File: src/rtl/pio_cond_pkg.sv
// Shared constants and helpers for the PIO input conditioner.
// Key-word field positions and counter width sizing live here.
package pio_cond_pkg;

   localparam int unsigned WORD_W           = 32;
   localparam int unsigned KEY_WORD_LVL_LSB = 0;
   localparam int unsigned KEY_WORD_CNT_LSB = 8;

   // Bits needed to hold 0 .. n-1.
   function automatic int unsigned cnt_width(input int unsigned n);
      return (n < 2) ? 1 : $clog2(n);
   endfunction

endpackage

File: src/rtl/pio_input_conditioner_debounce_cell.sv
// debounce_cell: 2-FF synchroniser plus stable-level debouncer for one pin.
// rise pulses for one cycle just before level leaves its rest (reset) value.
module debounce_cell
   import pio_cond_pkg::*;
#(
   parameter int unsigned DEBOUNCE_CYCLES = 1000000,
   parameter logic        RESET_LEVEL     = 1'b0
) (
   input  logic clk_clk,
   input  logic reset_reset_n,
   input  logic din,
   output logic level,
   output logic rise
);

   localparam int unsigned    CW   = cnt_width(DEBOUNCE_CYCLES);
   localparam logic [CW-1:0]  TERM = CW'(DEBOUNCE_CYCLES - 1);

   logic          meta;
   logic          sync;
   logic [CW-1:0] cnt;
   logic          terminal;

   assign terminal = (sync != level) && (cnt == TERM);
   assign rise     = terminal && (sync != RESET_LEVEL);

   always_ff @(posedge clk_clk) begin
      if (!reset_reset_n) begin
         meta  <= RESET_LEVEL;
         sync  <= RESET_LEVEL;
         level <= RESET_LEVEL;
         cnt   <= '0;
      end else begin
         meta <= din;
         sync <= meta;
         if (sync == level) begin
            cnt <= '0;
         end else if (terminal) begin
            level <= sync;
            cnt   <= '0;
         end else begin
            cnt <= cnt + CW'(1);
         end
      end
   end

endmodule

File: src/rtl/pio_input_conditioner.sv
// Debounced KEY/SW producer packing pressed levels and wrapping press counters.
// Optional macro AUTOREPEAT_EN adds hold-driven auto-repeat of the press counters.
module pio_input_conditioner
   import pio_cond_pkg::*;
#(
   parameter int unsigned N_KEYS          = 4,
   parameter int unsigned N_SW            = 10,
   parameter int unsigned DEBOUNCE_CYCLES = 1000000,
   parameter int unsigned CNT_W           = 6,
   parameter int unsigned REPEAT_DELAY    = 25000000,
   parameter int unsigned REPEAT_PERIOD   = 5000000
) (
   input  logic                clk_clk,
   input  logic                reset_reset_n,
   input  logic [N_KEYS-1:0]   key_pin_n,
   input  logic [N_SW-1:0]     sw_pin,
   output logic [WORD_W-1:0]   key_word,
   output logic [WORD_W-1:0]   sw_word
);

   if (DEBOUNCE_CYCLES < 2 || REPEAT_DELAY < 1 || REPEAT_PERIOD < 1 ||
       KEY_WORD_CNT_LSB + N_KEYS * CNT_W > WORD_W || N_KEYS > 8 || N_SW > WORD_W) begin : g_bad_cfg
      $error("pio_input_conditioner: invalid parameter set");
   end

   logic [N_KEYS-1:0] key_lvl_n;
   logic [N_KEYS-1:0] key_rise;
   logic [N_KEYS-1:0] pressed;
   logic [N_KEYS-1:0] rep;
   logic [N_SW-1:0]   sw_lvl;
   logic [N_SW-1:0]   sw_rise_unused;
   logic [CNT_W-1:0]  press_cnt [N_KEYS];
   logic [WORD_W-1:0] key_next;

   for (genvar k = 0; k < N_KEYS; k++) begin : g_key
      debounce_cell #(.DEBOUNCE_CYCLES(DEBOUNCE_CYCLES), .RESET_LEVEL(1'b1)) u_cell (
         .clk_clk       (clk_clk),
         .reset_reset_n (reset_reset_n),
         .din           (key_pin_n[k]),
         .level         (key_lvl_n[k]),
         .rise          (key_rise[k])
      );
   end

   for (genvar s = 0; s < N_SW; s++) begin : g_sw
      debounce_cell #(.DEBOUNCE_CYCLES(DEBOUNCE_CYCLES), .RESET_LEVEL(1'b0)) u_cell (
         .clk_clk       (clk_clk),
         .reset_reset_n (reset_reset_n),
         .din           (sw_pin[s]),
         .level         (sw_lvl[s]),
         .rise          (sw_rise_unused[s])
      );
   end

   assign pressed = ~key_lvl_n;

`ifdef AUTOREPEAT_EN
   localparam int unsigned HW = cnt_width((REPEAT_DELAY > REPEAT_PERIOD) ? REPEAT_DELAY : REPEAT_PERIOD);
   logic [HW-1:0] hold [N_KEYS];

   // Countdown loaded at acceptance; reaching zero while held fires one repeat and reloads.
   always_ff @(posedge clk_clk) begin
      for (int unsigned k = 0; k < N_KEYS; k++) begin
         if (!reset_reset_n || (!pressed[k] && !key_rise[k])) begin
            hold[k] <= '0;
         end else if (key_rise[k]) begin
            hold[k] <= HW'(REPEAT_DELAY - 1);
         end else if (hold[k] == '0) begin
            hold[k] <= HW'(REPEAT_PERIOD - 1);
         end else begin
            hold[k] <= hold[k] - HW'(1);
         end
      end
   end

   always_comb begin
      rep = '0;
      for (int unsigned k = 0; k < N_KEYS; k++) begin
         rep[k] = pressed[k] && (hold[k] == '0);
      end
   end
`else
   assign rep = '0;
`endif

   always_ff @(posedge clk_clk) begin
      for (int unsigned k = 0; k < N_KEYS; k++) begin
         if (!reset_reset_n) begin
            press_cnt[k] <= '0;
         end else if (key_rise[k] || rep[k]) begin
            press_cnt[k] <= press_cnt[k] + CNT_W'(1);
         end
      end
   end

   always_comb begin
      key_next = '0;
      key_next[KEY_WORD_LVL_LSB +: N_KEYS] = pressed;
      for (int unsigned k = 0; k < N_KEYS; k++) begin
         key_next[KEY_WORD_CNT_LSB + k * CNT_W +: CNT_W] = press_cnt[k];
      end
   end

   always_ff @(posedge clk_clk) begin
      if (!reset_reset_n) begin
         key_word <= '0;
         sw_word  <= '0;
      end else begin
         key_word <= key_next;
         sw_word  <= WORD_W'(sw_lvl);
      end
   end

endmodule

File: config.mk
export PLATFORM = sky130hd
export DESIGN_NAME = pio_input_conditioner
export DESIGN_NICKNAME = d
export VERILOG_FILES = /design/src/rtl/pio_cond_pkg.sv /design/src/rtl/pio_input_conditioner_debounce_cell.sv /design/src/rtl/pio_input_conditioner.sv
export SDC_FILE = /design/constraint.sdc
export NUM_CORES = 1
export LEC_CHECK = 0
export ABC_CLOCK_PERIOD_IN_PS = 2900
export BUFFER_PORTS_ARGS = -buffer_cell sky130_fd_sc_hd__buf_2
export CAP_MARGIN = 20
export CORE_MARGIN = 3
export CORE_UTILIZATION = 55
export CTS_BUF_LIST = sky130_fd_sc_hd__clkbuf_8
export DETAILED_ROUTE_END_ITERATION = 10
export HOLD_SLACK_MARGIN = 0.02
export PLACE_DENSITY = 0.74
export SYNTH_ARGS = -nofsm -noshare
export SYNTH_HDL_FRONTEND = slang
export SYNTH_SLANG_ARGS = --single-unit
File: constraint.sdc
create_clock -name clk_clk -period 2.9 [get_ports clk_clk]
set_clock_uncertainty 0.1 [all_clocks]
set_input_delay 0.58 -clock clk_clk [delete_from_list [all_inputs] [get_ports clk_clk]]
set_output_delay 0.58 -clock clk_clk [all_outputs]
set_load 0.02 [all_outputs]
==> out/metrics.csv <==
metric;value;unit
Num CTS Buffers;59;
crit share post-route;83.5;%
DP HPWL;20.3;mm
Hold/Removal Path Class;in2reg;
Seq/Total Area, Yosys;48.4;%
Top FF cell, synth;dfxtp_1;
Seq pwr share;51.0;%
pre-CTS setup slack;490;ps
Leak;0.00597;uW
Placement Cell Area;16900;sq um
Filler Cell Count;2435;
clk_lat worst skew;600;ps
initial antenna violation count;0;
post-synth top area cell;dfxtp_1;
Post-CTS Repair Setup Buffers;0;
CTS HTree Levels;2;
total grt overflow;0;
Total Routing Usage GR;19.1;%
total setup violations reported at the end of the flow;0;
critical path capture point type;flip-flop;
R2R Path Start;g_key[0].u_cell.cnt[0];
WL per Instance;13.2;um
EDFF count, synth;24;
critical path class;reg2reg;
Synth-to-Final Area Change;11.7;%
Hold EP;g_key[1].u_cell.meta;
row count;62;
relative slew slack;49.9;%
Max Cap Viol;0;
DRC Markers;0;
flip-flop and latch area;7930;sq um
worst-path maximum fanout;19;
Hold-fix buffers, CTS;1;
Slew Viols, Final;0;
vias per cell;5.44;
top-area cell type share of the netlist area;44.0;%
nets@finish;1907;
Final Cell Area;18300;sq um
TNS Setup;0;ps
warnings from Yosys;0;
Sw Share;21.6;%
Initial DRT Pass Iterations;5;
Comb pwr share;2.0;%
share of layout cells above drive strength 1;10.4;%
post-synthesis cell count;1792;
top-count cell post-synth;dfxtp_1;
Sw Pwr;2290;uW
setup ws final;478;ps
Internal Pwr Total;8320;uW
die area;31900;sq um
final wirelength;30.5;mm
syn_area_per_cell;9.14;sq um
Hold Vio Cnt, Final;0;
Fmax achieved;0.413;GHz
Tightest Pin Transition;744;ps
via count of the first global-routing pass;11900;
Yosys reg bits;384;
Post-DRT Antenna Nets;0;
pwr dens;580;nW/um^2
total clock sinks;384;
Clk Tree Root Cell;clkbuf_8;
first-pass GRT wire length;52.8;mm
ys async rst share;0;%
Final GP Congestion;0.846;
Die Wd;179;um
mapped cell area;16400;sq um
largest net degree at the start of global routing;66;
Clock Tree Buf Depth;3;
post_cts resized;0;
die height;179;um
hold path startpoint;key_pin_n[1];
Reg-to-Reg End;g_key[0].u_cell.cnt[9];
Worst-path clk slew;60;ps
IO Count;80;
Unique masters post-synth;54;
RSZ-0062 raised after global routing;false;
critical path required time;3260;ps
TritonCTS clock tree;yes;
status;completed;
Tmin final;2420;ps
Hold WS;64.0;ps
initial core utilization;56.4;%
Buffers on Ports;53;
startpoint class of the critical path;flip-flop;
Synth top cells by count;dfxtp_1, nor2_1, xnor2_1;
initial DRC count;740;
r2r worst-path depth;5;
clock share of power;46.9;%
area of the multi-input gates;7860;sq um
core area;29000;sq um
minimum setup slack among reg-to-reg paths;480;ps
maximum vdd drop;0.484;mV
Via Count;12600;
ANT cells;0;
crit path DAT;2780;ps
hold path cells;2;
synth top area cells;dfxtp_1, xnor2_1, nor2_1;
[layer usage]
metal | vias to the layer above | share of wire [%] | global-route usage (%)
met5 | - | 0 | 0
met4 | 0 | 2.4 | 6.27
met2 | 188 | 48 | 32.9
met3 | 68 | 3.6 | 3.17
li1 | 6403 | - | -
met1 | 5895 | 46 | 24.5
[power groups by stage]
stage / Sequential, uW / Combinational, uW / Clock (uW)
finish: 5420 / 215 / 4980
global route: 5420 / 239 / 5320
CTS: 5420 / 217 / 5120
detailed placement: 5530 / 215 / 0
floorplan: 5540 / 164 / 0
global placement: 5530 / 210 / 0
[kinds of logic after synthesis]
group / count (synthesis) / share of synthesized area, %
compound gates: 196 / 7.20
fa+ha+maj: 18 / 1.38
flops: 384 / 48.4
xor+xnor: 204 / 10.9
buf+inv: 141 / 4.12
simple gates: 848 / 27.9
other cells: 1 / 0.0229
[worst max-delay path by stage]
stage          cells after the start                   start                     end
4_1_cts                            5  g_key[0].u_cell.cnt[0]  g_key[0].u_cell.cnt[9]
3_5_place_dp                       5  g_sw[4].u_cell.cnt[10]  g_sw[4].u_cell.cnt[13]
6_report                           5  g_key[0].u_cell.cnt[0]  g_key[0].u_cell.cnt[9]
3_3_place_gp                       5  g_sw[4].u_cell.cnt[10]  g_sw[4].u_cell.cnt[13]
2_1_floorplan                      5  g_key[2].u_cell.cnt[0]         press_cnt[2][0]
5_1_grt                            5  g_key[0].u_cell.cnt[0]  g_key[0].u_cell.cnt[9]
[final cells by class]
| type | instances | area share, % |
|---|---|---|
| Clock buffer | 78 | 5.87 |
| Clock inverter | 34 | 1.58 |
| Inverter | 67 | 1.38 |
| Multi-Input combinational cell | 1292 | 43.0 |
| Sequential cell | 384 | 43.3 |
| Tap cell | 384 | 2.63 |
| Timing Repair Buffer | 69 | 2.20 |
[layout by cell type, fill, tap and decap left out, types with 4 or more instances in the layout]
master,instances
edfxtp_1,24
and3_1,19
nand4b_1,9
nand2_1,81
nand2b_1,10
clkbuf_8,78
and2_1,57
a21oi_1,81
bufinv_16,5
or3_1,57
o211ai_1,8
xnor2_1,121
nor2b_1,6
nand4_1,59
or4b_1,9
xor2_1,83
inv_1,83
nand3_1,105
or4_1,47
and4_1,18
o21ai_0,54
a21boi_0,4
buf_2,52
or2_2,6
nor2_1,246
clkinv_2,10
o21a_1,9
nor2_2,10
dfxtp_1,360
nor4_1,35
nor4b_1,9
o31ai_1,26
or3b_2,7
nor3_1,40
buf_4,15
conb_1,26
ha_1,18
[flip-flops by register name, indices dropped and copies added, names as in the netlist, 10 cells and up]
register           flops
g_key.u_cell.cnt      80
g_sw.u_cell.cnt      200
g_sw.u_cell.level     10
g_sw.u_cell.meta      10
g_sw.u_cell.sync      10
key_word              28
press_cnt             24
sw_word               10
[stage by stage]
step | instances | power [uW] | utilization, %
6_report | 2308 | 10600 | 63.0
5_1_grt | 2308 | 11000 | 63.0
4_1_cts | 2308 | 10800 | 63.0
3_5_place_dp | 2195 | 5750 | 58.3
3_3_place_gp | 2195 | 5740 | 58.3
2_1_floorplan | 1817 | 5710 | -
[worst max-delay path, stage by stage, from the launching register on]
cell	delay [ps]
dfxtp_1	370
ha_1	190
nand3_1	220
nor4_1	720
a21o_1	570
nor2_1	110
No activity file was read; power rests on OpenSTA's default activity.
